==> src/rtl/hack_mem_arbiter.sv <==
// rtl/hack_mem_arbiter.sv - CPU/video arbiter for the shared Hack data-memory port
// CPU wins ties unless video has waited VID_MAX_WAIT cycles; one memory access per cycle.
module hack_mem_arbiter #(
  parameter int          VID_MAX_WAIT = 4,
  parameter int          WAIT_W       = 3,
  parameter logic [0:14] SCREEN_BASE  = 15'h4000
) (
  input  logic        clock,
  input  logic        reset,
  input  logic        cpu_req,
  input  logic        cpu_we,
  input  logic [0:14] cpu_addr,
  input  logic [0:15] cpu_wdata,
  output logic        cpu_ack,
  output logic [0:15] cpu_rdata,
  input  logic        vid_req,
  input  logic [0:12] vid_addr,
  output logic        vid_ack,
  output logic [0:15] vid_rdata,
  output logic        mem_load,
  output logic [0:14] mem_addr,
  output logic [0:15] mem_in,
  input  logic [0:15] mem_out
);

  typedef enum logic [1:0] {IDLE, CPU_ACC, VID_ACC} state_t;

  localparam logic [0:WAIT_W-1] WAIT_LIMIT = WAIT_W'(VID_MAX_WAIT);
  localparam logic [0:WAIT_W-1] WAIT_SAT   = '1;

  state_t            state;
  state_t            state_nxt;
  logic [0:WAIT_W-1] wait_cnt;
  logic              cpu_elig;
  logic              vid_elig;
  logic              vid_starved;

  // A requester being served or being acked this cycle cannot win the next slot.
  assign cpu_elig    = cpu_req && !cpu_ack && (state != CPU_ACC);
  assign vid_elig    = vid_req && !vid_ack && (state != VID_ACC);
  assign vid_starved = (wait_cnt >= WAIT_LIMIT);

  always_comb begin
    state_nxt = IDLE;
    if (cpu_elig && vid_elig) begin
      state_nxt = vid_starved ? VID_ACC : CPU_ACC;
    end else if (cpu_elig) begin
      state_nxt = CPU_ACC;
    end else if (vid_elig) begin
      state_nxt = VID_ACC;
    end
  end

  // Reset gates the write strobe so a write caught mid-access never lands.
  always_comb begin
    mem_addr = '0;
    mem_in   = '0;
    mem_load = 1'b0;
    case (state)
      CPU_ACC: begin
        mem_addr = cpu_addr;
        mem_in   = cpu_wdata;
        mem_load = cpu_we && !reset;
      end
      VID_ACC: begin
        mem_addr = SCREEN_BASE + {2'b00, vid_addr};
      end
      default: begin
      end
    endcase
  end

  always_ff @(posedge clock) begin
    if (reset) begin
      state     <= IDLE;
      cpu_ack   <= 1'b0;
      vid_ack   <= 1'b0;
      cpu_rdata <= '0;
      vid_rdata <= '0;
      wait_cnt  <= '0;
    end else begin
      state   <= state_nxt;
      cpu_ack <= (state == CPU_ACC);
      vid_ack <= (state == VID_ACC);
      if (state == CPU_ACC && !cpu_we) begin
        cpu_rdata <= mem_out;
      end
      if (state == VID_ACC) begin
        vid_rdata <= mem_out;
      end
      // VID_ACC never follows itself, so any grant to video is an entry.
      if (state_nxt == VID_ACC) begin
        wait_cnt <= '0;
      end else if (vid_req && wait_cnt != WAIT_SAT) begin
        wait_cnt <= wait_cnt + 1'b1;
      end
    end
  end

endmodule
==> config.mk <==
export PLATFORM = sky130hd
export DESIGN_NAME = hack_mem_arbiter
export DESIGN_NICKNAME = d
export VERILOG_FILES = /design/src/rtl/hack_mem_arbiter.sv
export SDC_FILE = /design/constraint.sdc
export NUM_CORES = 1
export LEC_CHECK = 0
export BUFFER_PORTS_ARGS = -buffer_cell sky130_fd_sc_hd__buf_2
export CORE_MARGIN = 4
export CORE_UTILIZATION = 38
export CTS_CLUSTER_DIAMETER = 200
export DETAILED_ROUTE_END_ITERATION = 10
export GPL_ROUTABILITY_DRIVEN = 0
export MAX_ROUTING_LAYER = met4
export PLACE_DENSITY = 0.84
export REMOVE_ABC_BUFFERS = 1
export SLEW_MARGIN = 0
export SYNTH_ARGS = -nofsm -noshare
export SYNTH_HDL_FRONTEND = slang
export SYNTH_SLANG_ARGS = --single-unit
==> constraint.sdc <==
create_clock -name clock -period 2 [get_ports clock]
set_input_delay 0.4 -clock clock [delete_from_list [all_inputs] [get_ports clock]]
set_output_delay 0.4 -clock clock [all_outputs]
set_load 0.05 [all_outputs]
==> metrics.md, run 1 <==
| Metric | Value |
|---|---|
| Outcome | `complete, but fails checks` |
| Failing checks | `negative setup slack` |
| Largest net degree at the start of global routing | `34` |
| Site Rows | `24` |
| DR iter-0 viols | `40` |
| FF-to-FF End | `wait_cnt[2]` |
| Post-synthesis simple-gate area fraction | `22.5%` |
| Hold_buf cts | `0` |
| Die Span Y | `75.2 um` |
| Slew Viols, Final | `0` |
| Post-DP Area | `0.00242 mm2` |
| DIE AREA | `0.00565 mm2` |
| HP Start | `mem_out[5]` |
| RSZ-0062 raised after global routing | `yes` |
| TritonCTS clock tree | `yes` |
| Cell count after synthesis | `193` |
| WL per Instance | `13.8 um` |
| Critical path origin | `state[0]` |
| Vias per cell | `4.76` |
| XOR/XNOR Fraction of Synth Area | `0.511%` |
| CP Class | `reg -> out` |
| Multi-input logic area | `868 um2` |
| Avg Cell Area, Syn | `8.89 um2` |
| Critical path fanouts, max | `8` |
| Setup violators final | `7` |
| First-pass GRT wire length | `7560 um` |
| Slew @ Worst Pin | `0.361 ns` |
| Register area share after synthesis | `45.5%` |
| Global Route Usage Sum | `18.4%` |
| Finished Core Util | `60.8%` |
| Yosys reg bits | `39` |
| Post-CTS Setup Repair Bufs | `0` |
| # diodes | `0` |
| Crit-path most repeated cell | `buf_6` |
| Layout Nets | `394` |
| Worst R2R Path Depth | `5` |
| Final worst path period need | `2.02 ns` |
| H-tree Lvls | `2` |
| Cell chain of the critical path | `inv_2, ha_4, and2b_1, buf_6, a22o_1, buf_6` |
| DPL Wire Length | `3850 um` |
| DRT antenna net count | `0` |
| Final instance area | `0.00265 mm2` |
| Clk root buf | `clkbuf_8` |
| Setup Skew | `0.00818 ns` |
| Worst-Skew Late Latency | `0.29 ns` |
| Hold crit path type | `in -> reg` |
| Crit path launch type | `flip-flop` |
| 1st-pass router iterations | `4` |
| Final Hold Violating Endpoints | `0` |
| Complex-gate fraction of the synthesized area | `12.5%` |
| CTS sink cnt | `39` |
| Worst Hold Depth | `3` |
| Final Cycle Share | `101%` |
| Critical path endpoint category | `output pin` |
| WHS Endpoint | `cpu_rdata[5]` |
| Max Clk Rate | `495 MHz` |
| Fin worst setup slack | `-0.0196 ns` |
| Filler cell count in the final layout | `372` |
| Area growth from synthesis to layout | `54.3%` |
| CTS Buf Count | `5` |
| Final hold slack | `0.356 ns` |
| Grt total ovfl | `0` |
| Vias in the first global route | `1676` |
| Synth unique cells | `21` |
| Initial antenna violation count | `0` |
| Pwr per Cell Area | `703 mW/mm2` |
| Vias | `1793` |
| Core Region | `0.00435 mm2` |
| Reg2Reg Setup Slack | `0.43 ns` |
| Synth warn | `0` |
| Drc violations | `0` |
| Peak supply drop | `0.592 mV` |
| WP data required | `1.60 ns` |
| Mux contribution to synthesized area | `10.5%` |
| Max cap viols | `0` |
| Initial Util | `39.4%` |
| Layout cells sized above 1 | `46.8%` |
| Worst rel slew slack | `75.9%` |
| RR Startpoint | `state[1]` |
| Sequential Area | `783 um2` |
| Boundary pin count | `131` |
| Post-synthesis adder-cell area fraction | `3.65%` |
| CTS clock-pin slew for the worst setup and hold paths | `0.08 ns` |
| Die X | `75.2 um` |
| Worst Path Arrival | `1.62 ns` |
| Port bufs | `130` |
| Largest family of logic cells by synthesized area | `simple AND/OR/NAND/NOR gates` |
| Clock Tree Buf Depth | `2` |
| Total length of routed wires | `5190 um` |
| Slowest-stage cell, CP | `dfxtp_2` |
| Pleak | `1.34 nW` |
| Mapped cell area | `0.00172 mm2` |
| Delay of the slowest cell on the worst path | `0.34 ns` |
-- through the flow --
| step | setup slack (ns) | cells | setup TNS, ns | total power [mW] |
|---|---|---|---|---|
| after floorplan | -0.584 | 179 | -8.04 | 1.12 |
| after global placement | 0.209 | 368 | 0 | 1.27 |
| after detailed placement | 0.158 | 368 | 0 | 1.27 |
| after CTS | -0.0313 | 377 | -0.0985 | 1.88 |
| after global routing | -0.0906 | 377 | -0.969 | 1.96 |
| final | -0.0196 | 377 | -0.0675 | 1.86 |
-- worst max-delay path by stage --
stage	slack (ns)	cells past startpoint	endpoint
finish	-0.02	6	mem_addr[7]
global route	-0.09	6	mem_addr[7]
CTS	-0.03	6	mem_addr[7]
detailed placement	0.16	6	mem_addr[7]
global placement	0.21	6	mem_addr[8]
floorplan	-0.58	4	mem_addr[10]
-- area by class of cell --
type,instances,area share (%)
Sequential cell,39,29.6
Timing Repair Buffer,138,30.7
Clock inverter,1,0.284
Clock buffer,7,3.64
Multi-Input combinational cell,136,32.8
Inverter,4,0.567
Tap cell,52,2.46
-- cells in the mapped netlist (all sizes together) --
master / number / share of area (%)
nor3b: 2 / 0.88
o22a: 1 / 0.51
dfxtp: 39 / 46
buf: 6 / 2.1
clkbuf: 8 / 1.8
nor4b: 1 / 0.51
and2: 18 / 6.6
nor2b: 5 / 1.8
ha: 5 / 3.6
and2b: 1 / 0.44
xnor2: 1 / 0.51
or4b: 1 / 0.80
inv: 4 / 0.88
mux2i: 18 / 11
nand2: 32 / 7.0
a21o: 1 / 0.44
a21oi: 17 / 5.0
nand2b: 1 / 0.36
a22o: 13 / 6.6
nor2: 19 / 4.2
-- registers in the layout, summed over array words and instances, names as in the netlist --
name / cells
wait_cnt: 3
cpu_rdata: 16
state: 2
cpu_ack: 1
vid_ack: 1
vid_rdata: 16
-- worst max-delay path, delay by kind of cell, from the launching register on --
| family | cells | cell delay (ns) |
|---|---|---|
| flip-flops | 1 | 0.34 |
| buffers and inverters | 3 | 0.34 |
| adder cells (fa/ha/maj) | 1 | 0.25 |
| AND/OR/NAND/NOR | 1 | 0.20 |
| AO/OA/AOI/OAI | 1 | 0.20 |
-- power by group --
part	total, mW	internal (mW)	switching [mW]
logic	0.453	0.158	0.295
registers	0.827	0.808	0.0187
clock network	0.581	0.313	0.267
-- cells by family (layout without fill, tap and decap cells) --
logic type / after synthesis / in the layout
mux: 18 / 18
simple gates: 80 / 80
xor+xnor: 1 / 1
buf+inv: 18 / 150
compound gates: 32 / 32
fa+ha+maj: 5 / 5
flops: 39 / 39
-- timing repair --
action,CTS,global route
pin swaps,2,0
resized for setup,36,2
gates cloned,1,0
endpoints found under the setup margin,15,28
-- cell usage in the layout, fill, tap and decap left out, types with 2 or more instances in the layout --
| cell | count |
|---|---|
| a21oi_1 | 17 |
| a22o_1 | 13 |
| and2_1 | 18 |
| buf_2 | 115 |
| buf_4 | 6 |
| buf_6 | 17 |
| clkbuf_8 | 7 |
| dfxtp_1 | 37 |
| dfxtp_2 | 2 |
| ha_1 | 3 |
| inv_1 | 3 |
| mux2i_1 | 18 |
| nand2_1 | 32 |
| nor2_1 | 19 |
| nor2b_1 | 5 |
| nor3b_1 | 2 |
-- layer usage --
| layer | share of wire, % | up-vias | wire, um | GRT usage, % |
|---|---|---|---|---|
| li1 | - | 900 | - | - |
| met1 | 37 | 813 | 1900 | 18.0 |
| met2 | 52 | 78 | 2720 | 34.7 |
| met3 | 11 | 2 | 550 | 6.28 |
| met4 | 0.33 | 0 | 17 | 4.08 |
| met5 | 0 | - | 0 | - |
Note: power is estimated with default switching activity, not from simulation.
==> inputs of run 2 (changes only) <==
--- a/config.mk
+++ b/config.mk
@@ -12,7 +12,7 @@
 export DETAILED_ROUTE_END_ITERATION = 10
 export GPL_ROUTABILITY_DRIVEN = 0
 export MAX_ROUTING_LAYER = met4
-export PLACE_DENSITY = 0.84
+export PLACE_DENSITY = 0.79
 export REMOVE_ABC_BUFFERS = 1
 export SLEW_MARGIN = 0
 export SYNTH_ARGS = -nofsm -noshare
==> run 2 against run 1 <==
Against the previous run: the flow still finishes with violations (negative setup slack); routed wire length is 4.1% lower; core utilization is 0.40 points higher; sequential share of layout area is 0.19 points lower; design area is 0.66% higher; power is 3.1% higher; largest power group unchanged.
==> metrics.md, run 2 (synthesis gave the netlist of run 1 again) <==
| Metric | Value |
|---|---|
| Outcome | `complete, but fails checks` |
| Failing checks | `negative setup slack` |
| Core Region | `0.00435 mm2` |
| Initial Util | `39.4%` |
| TritonCTS clock tree | `yes` |
| Clk root buf | `clkbuf_8` |
| Initial antenna violation count | `0` |
| DR iter-0 viols | `74` |
| Pwr per Cell Area | `720 mW/mm2` |
| CP endpoint | `mem_addr[4]` |
| Crit path launch type | `flip-flop` |
| CP Class | `reg -> out` |
| Layout Nets | `394` |
| Hold crit path type | `in -> reg` |
| Setup violators final | `2` |
| Final Hold Violating Endpoints | `0` |
| Sum Neg Setup Slack | `-0.0116 ns` |
| Critical path fanouts, max | `15` |
| Slew @ Worst Pin | `0.376 ns` |
| # diodes | `0` |
| Setup Skew | `0.00471 ns` |
| Finished Layout Cells | `377` |
| Largest net degree at the start of global routing | `33` |
| Global Route Usage Sum | `17.6%` |
| Multi-input logic area | `866 um2` |
| Final worst path period need | `2.01 ns` |
| CTS clock-pin slew for the worst setup and hold paths | `0.08 ns` |
| Die X | `75.2 um` |
| DRT antenna net count | `0` |
| Cells after DPL | `369` |
| Grt total ovfl | `0` |
| Worst Path Arrival | `1.61 ns` |
| Critical path endpoint category | `output pin` |
| Boundary pin count | `131` |
| Largest regs | `cpu_rdata (16), vid_rdata (16), wait_cnt (3)` |
| Drc violations | `0` |
| Slew Viols, Final | `0` |
| H-tree Lvls | `2` |
| Max cap viols | `0` |
| First-pass GRT wire length | `7430 um` |
| RR Startpoint | `state[1]` |
| DPL Wire Length | `3690 um` |
| WP data required | `1.60 ns` |
| Area growth from synthesis to layout | `55.4%` |
| Total length of routed wires | `4980 um` |
| Layout cells sized above 1 | `46.5%` |
| FF-to-FF End | `wait_cnt[2]` |
| Worst rel slew slack | `74.9%` |
| Site Rows | `24` |
| WL per Instance | `13.2 um` |
| Vias per cell | `4.72` |
| Final Cycle Share | `100%` |
| Worst R2R Path Depth | `6` |
| Vias in the first global route | `1692` |
| CTS Buf Count | `5` |
| Die Span Y | `75.2 um` |
| Worst-Skew Late Latency | `0.28 ns` |
| Most common cell after layout, fill and taps aside | `buf_2` |
| Sequential Area | `783 um2` |
| Filler cell count in the final layout | `381` |
| 1st-pass router iterations | `4` |
| Pleak | `1.35 nW` |
| Most frequent cells in the layout | `buf_2, dfxtp_1, nand2_1, nor2_1` |
| Vias | `1780` |
| Clock Tree Buf Depth | `2` |
| Fin worst setup slack | `-0.00675 ns` |
| Peak supply drop | `0.640 mV` |
| Max Clk Rate | `498 MHz` |
| DIE AREA | `0.00565 mm2` |
| Critical path origin | `state[0]` |
| Port bufs | `130` |
| Post-CTS Setup Repair Bufs | `0` |
| CTS sink cnt | `39` |
| RSZ-0062 raised after global routing | `yes` |
| Reg2Reg Setup Slack | `0.31 ns` |
## run 2: cell count changes in the layout (fill, tap and decap cells not counted), sizes merged
cell / change
clkbuf: -2
clkinv: +2
clkinvlp: -1
bufinv: +1
## run 2: report_power, final
group	internal [mW]	leakage, nW	switching (mW)
clock	0.371	0.0581	0.269
combinational	0.160	0.975	0.293
sequential	0.808	0.318	0.0175
## run 2: cell type report
class / count / share of cell area, %
clock buffer: 5 / 2.58
timing repair buffer: 138 / 30.9
inverter: 4 / 0.563
tap: 52 / 2.44
clock inverter: 3 / 1.64
multi-input combinational: 136 / 32.5
sequential: 39 / 29.4
## run 2: critical path, cell delays in order (launching register included)
cell	delay, ns
dfxtp_2	0.34
inv_2	0.04
ha_4	0.25
and2b_1	0.20
buf_12	0.15
a22o_1	0.20
buf_6	0.16
## run 2: routing by layer
| metal | GRT usage (%) | wire length, um | vias up |
|---|---|---|---|
| met2 | 32.2 | 2580 | 76 |
| met5 | - | 0 | - |
| met3 | 4.01 | 451 | 4 |
| met1 | 19.4 | 1920 | 798 |
| met4 | 3.50 | 20 | 0 |
| li1 | - | - | 902 |
## run 2: what timing repair did
action / in CTS / in global routing
resized for setup: 33 / 4
pin swaps: 0 / 0
endpoints found under the setup margin: 15 / 16
hold buffers: 0 / 0
## run 2: per-stage QoR
stage / power, mW / setup WS (ns) / utilization, % / hold WS, ns / instance area, um2
floorplan: 1.12 / -0.584 / - / 0.462 / 1650
global placement: 1.27 / 0.220 / 56.0 / 0.439 / 2440
detailed placement: 1.28 / 0.186 / 56.0 / 0.443 / 2440
CTS: 1.95 / -0.0140 / 61.0 / 0.349 / 2660
global route: 2.02 / -0.0714 / 61.2 / 0.355 / 2670
finish: 1.92 / -0.00675 / 61.2 / 0.360 / 2670
## run 2: worst min path at each step
stage                     slack [ns]  cells past startpoint             to          start
after CTS                       0.35                      3   cpu_rdata[7]     mem_out[7]
after detailed placement        0.44                      2   cpu_rdata[7]   cpu_rdata[7]
final                           0.36                      3   cpu_rdata[6]     mem_out[6]
after global routing            0.36                      3  cpu_rdata[12]    mem_out[12]
after floorplan                 0.46                      1       state[0]    wait_cnt[0]
after global placement          0.44                      2  cpu_rdata[12]  cpu_rdata[12]
==> inputs of run 3 (changes only) <==
--- a/config.mk
+++ b/config.mk
@@ -12,7 +12,7 @@
 export DETAILED_ROUTE_END_ITERATION = 10
 export GPL_ROUTABILITY_DRIVEN = 0
 export MAX_ROUTING_LAYER = met4
-export PLACE_DENSITY = 0.79
+export PLACE_DENSITY = 0.87
 export REMOVE_ABC_BUFFERS = 1
 export SLEW_MARGIN = 0
 export SYNTH_ARGS = -nofsm -noshare
==> run 3 against run 2 <==
Against the previous run: the run still ends with negative setup slack left; non-clock buffer count increased by 1; routed wire length increased by 5.4%; first-iteration DRC count decreased by 22%; critical endpoint is now mem_addr[8]; largest cell class unchanged; largest power group unchanged.
==> metrics.md, run 3 (synthesis gave the netlist of run 1 again) <==
| Metric | Value |
|---|---|
| Crit path launch type | `flip-flop` |
| Crit-path most repeated cell | `buf_6` |
| CTS sink cnt | `39` |
| Met1 usage | `17.9%` |
| First-pass GRT wire length | `7450 um` |
| Pleak | `1.34 nW` |
| Final hold slack | `0.337 ns` |
| Delay of the slowest cell on the worst path | `0.34 ns` |
| WL per Instance | `13.9 um` |
| Final instance area | `0.00264 mm2` |
| Failing checks | `negative setup slack` |
| Site Rows | `24` |
| Setup violators final | `13` |
| Overall power | `1.80 mW` |
| Post-CTS Setup Repair Bufs | `0` |
| Post-DP Area | `0.00242 mm2` |
| Fin worst setup slack | `-0.0188 ns` |
| Reg2Reg Setup Slack | `0.30 ns` |
| Largest net degree at the start of global routing | `36` |
| 1st-pass router iterations | `4` |
| WHS Endpoint | `cpu_ack` |
| DRT antenna net count | `0` |
| Finished Core Util | `60.7%` |
| DR iter-0 viols | `58` |
| Boundary pin count | `131` |
| TritonCTS clock tree | `yes` |
| Initial antenna violation count | `0` |
| Sum Neg Setup Slack | `-0.156 ns` |
| Layout Nets | `395` |
| HP Start | `reset` |
| Die X | `75.2 um` |
| Max Clk Rate | `495 MHz` |
| Slew Viols, Final | `0` |
| Pre-CTS WS | `0.180 ns` |
| Pwr per Cell Area | `682 mW/mm2` |
| GR Layer Usage met3 | `4.94%` |
| Cell chain of the critical path | `inv_2, ha_4, and2b_2, buf_6, a22o_1, buf_6` |
| WP data required | `1.60 ns` |
| Worst Hold Depth | `2` |
| Slew @ Worst Pin | `0.348 ns` |
| Port bufs | `130` |
| FF-to-FF End | `wait_cnt[1]` |
| Most common cell after layout, fill and taps aside | `buf_2` |
| Vias in the first global route | `1685` |
| Final worst path period need | `2.02 ns` |
| Total length of routed wires | `5240 um` |
| Final Cycle Share | `101%` |
| Met2 usage | `34.2%` |
| Grt total ovfl | `0` |
| Worst rel slew slack | `76.8%` |
| H-tree Lvls | `2` |
| Worst-Skew Late Latency | `0.29 ns` |
| Max cap viols | `0` |
| Final Hold Violating Endpoints | `0` |
| Critical path endpoint category | `output pin` |
| Layout cells sized above 1 | `46.9%` |
| Core Region | `0.00435 mm2` |
| Grt peak-use layer | `met2` |
| Setup Skew | `0.00342 ns` |
| Initial Util | `39.4%` |
| Outcome | `complete, but fails checks` |
| Drc violations | `0` |
| CTS Buf Count | `5` |
| Most frequent cells in the layout | `buf_2, dfxtp_1, nand2_1, nor2_1, mux2i_1` |
| RSZ-0062 raised after global routing | `yes` |
| Worst Path Arrival | `1.62 ns` |
| Vias | `1812` |
| DPL Wire Length | `3950 um` |
| Global Route Usage Sum | `18.1%` |
| Critical path fanouts, max | `8` |
| Hold crit path type | `in -> reg` |
| RR Startpoint | `state[1]` |
| Die Span Y | `75.2 um` |
| Peak supply drop | `0.470 mV` |
| Clk root buf | `clkbuf_8` |
| Area growth from synthesis to layout | `54.1%` |
| Slowest-stage cell, CP | `dfxtp_2` |
| Largest regs | `cpu_rdata (16), vid_rdata (16), wait_cnt (3)` |
| DIE AREA | `0.00565 mm2` |
| Cells after DPL | `369` |
| CP Class | `reg -> out` |
| Clock Tree Buf Depth | `2` |
| # diodes | `0` |
| Worst R2R Path Depth | `6` |
| CTS clock-pin slew for the worst setup and hold paths | `0.08 ns` |
| Finished Layout Cells | `378` |
| Vias per cell | `4.79` |
## run 3: power by group
| group | internal [mW] | leakage, nW | switching, mW |
|---|---|---|---|
| logic | 0.161 | 0.981 | 0.298 |
| registers | 0.808 | 0.318 | 0.0175 |
| clock network | 0.244 | 0.0412 | 0.274 |
## run 3: how the worst max path moves through the flow
stage | startpoint | end | slack (ns) | cells after the start
after global routing | state[0] | mem_addr[5] | -0.08 | 6
after global placement | state[0] | mem_addr[10] | 0.20 | 6
after detailed placement | state[0] | mem_addr[12] | 0.18 | 6
after CTS | state[0] | mem_addr[12] | -0.03 | 6
after floorplan | state[0] | mem_addr[10] | -0.58 | 4
final | state[0] | mem_addr[8] | -0.02 | 6
## run 3: repair_timing
action,CTS,global route
gates cloned,1,0
pin swaps,8,10
gates resized for setup,37,5
hold buffers,0,0
endpoints found under the setup margin,15,16
## run 3: area by class of cell
type                    count  area, um2
clock buffers               6       72.6
clock inverters             2       12.5
fillers                   351       1710
inverters                   4       15.0
multi-input cells         136        870
flip-flops and latches     39        783
well taps                  52       65.1
repair buffers            139        826
## run 3: metal layers
layer	vias up	share of wire [%]	routed length [um]
met4	0	0.72	38
met2	90	54	2810
li1	901	-	-
met5	-	0	0
met1	816	35	1850
met3	5	10	550
## run 3: worst max-delay path, delay by kind of cell, from the launching register on
kind / cells / cell delay [ns]
AO/OA/AOI/OAI: 1 / 0.19
flip-flops: 1 / 0.34
buffers and inverters: 3 / 0.33
AND/OR/NAND/NOR: 1 / 0.22
adder cells (fa/ha/maj): 1 / 0.25
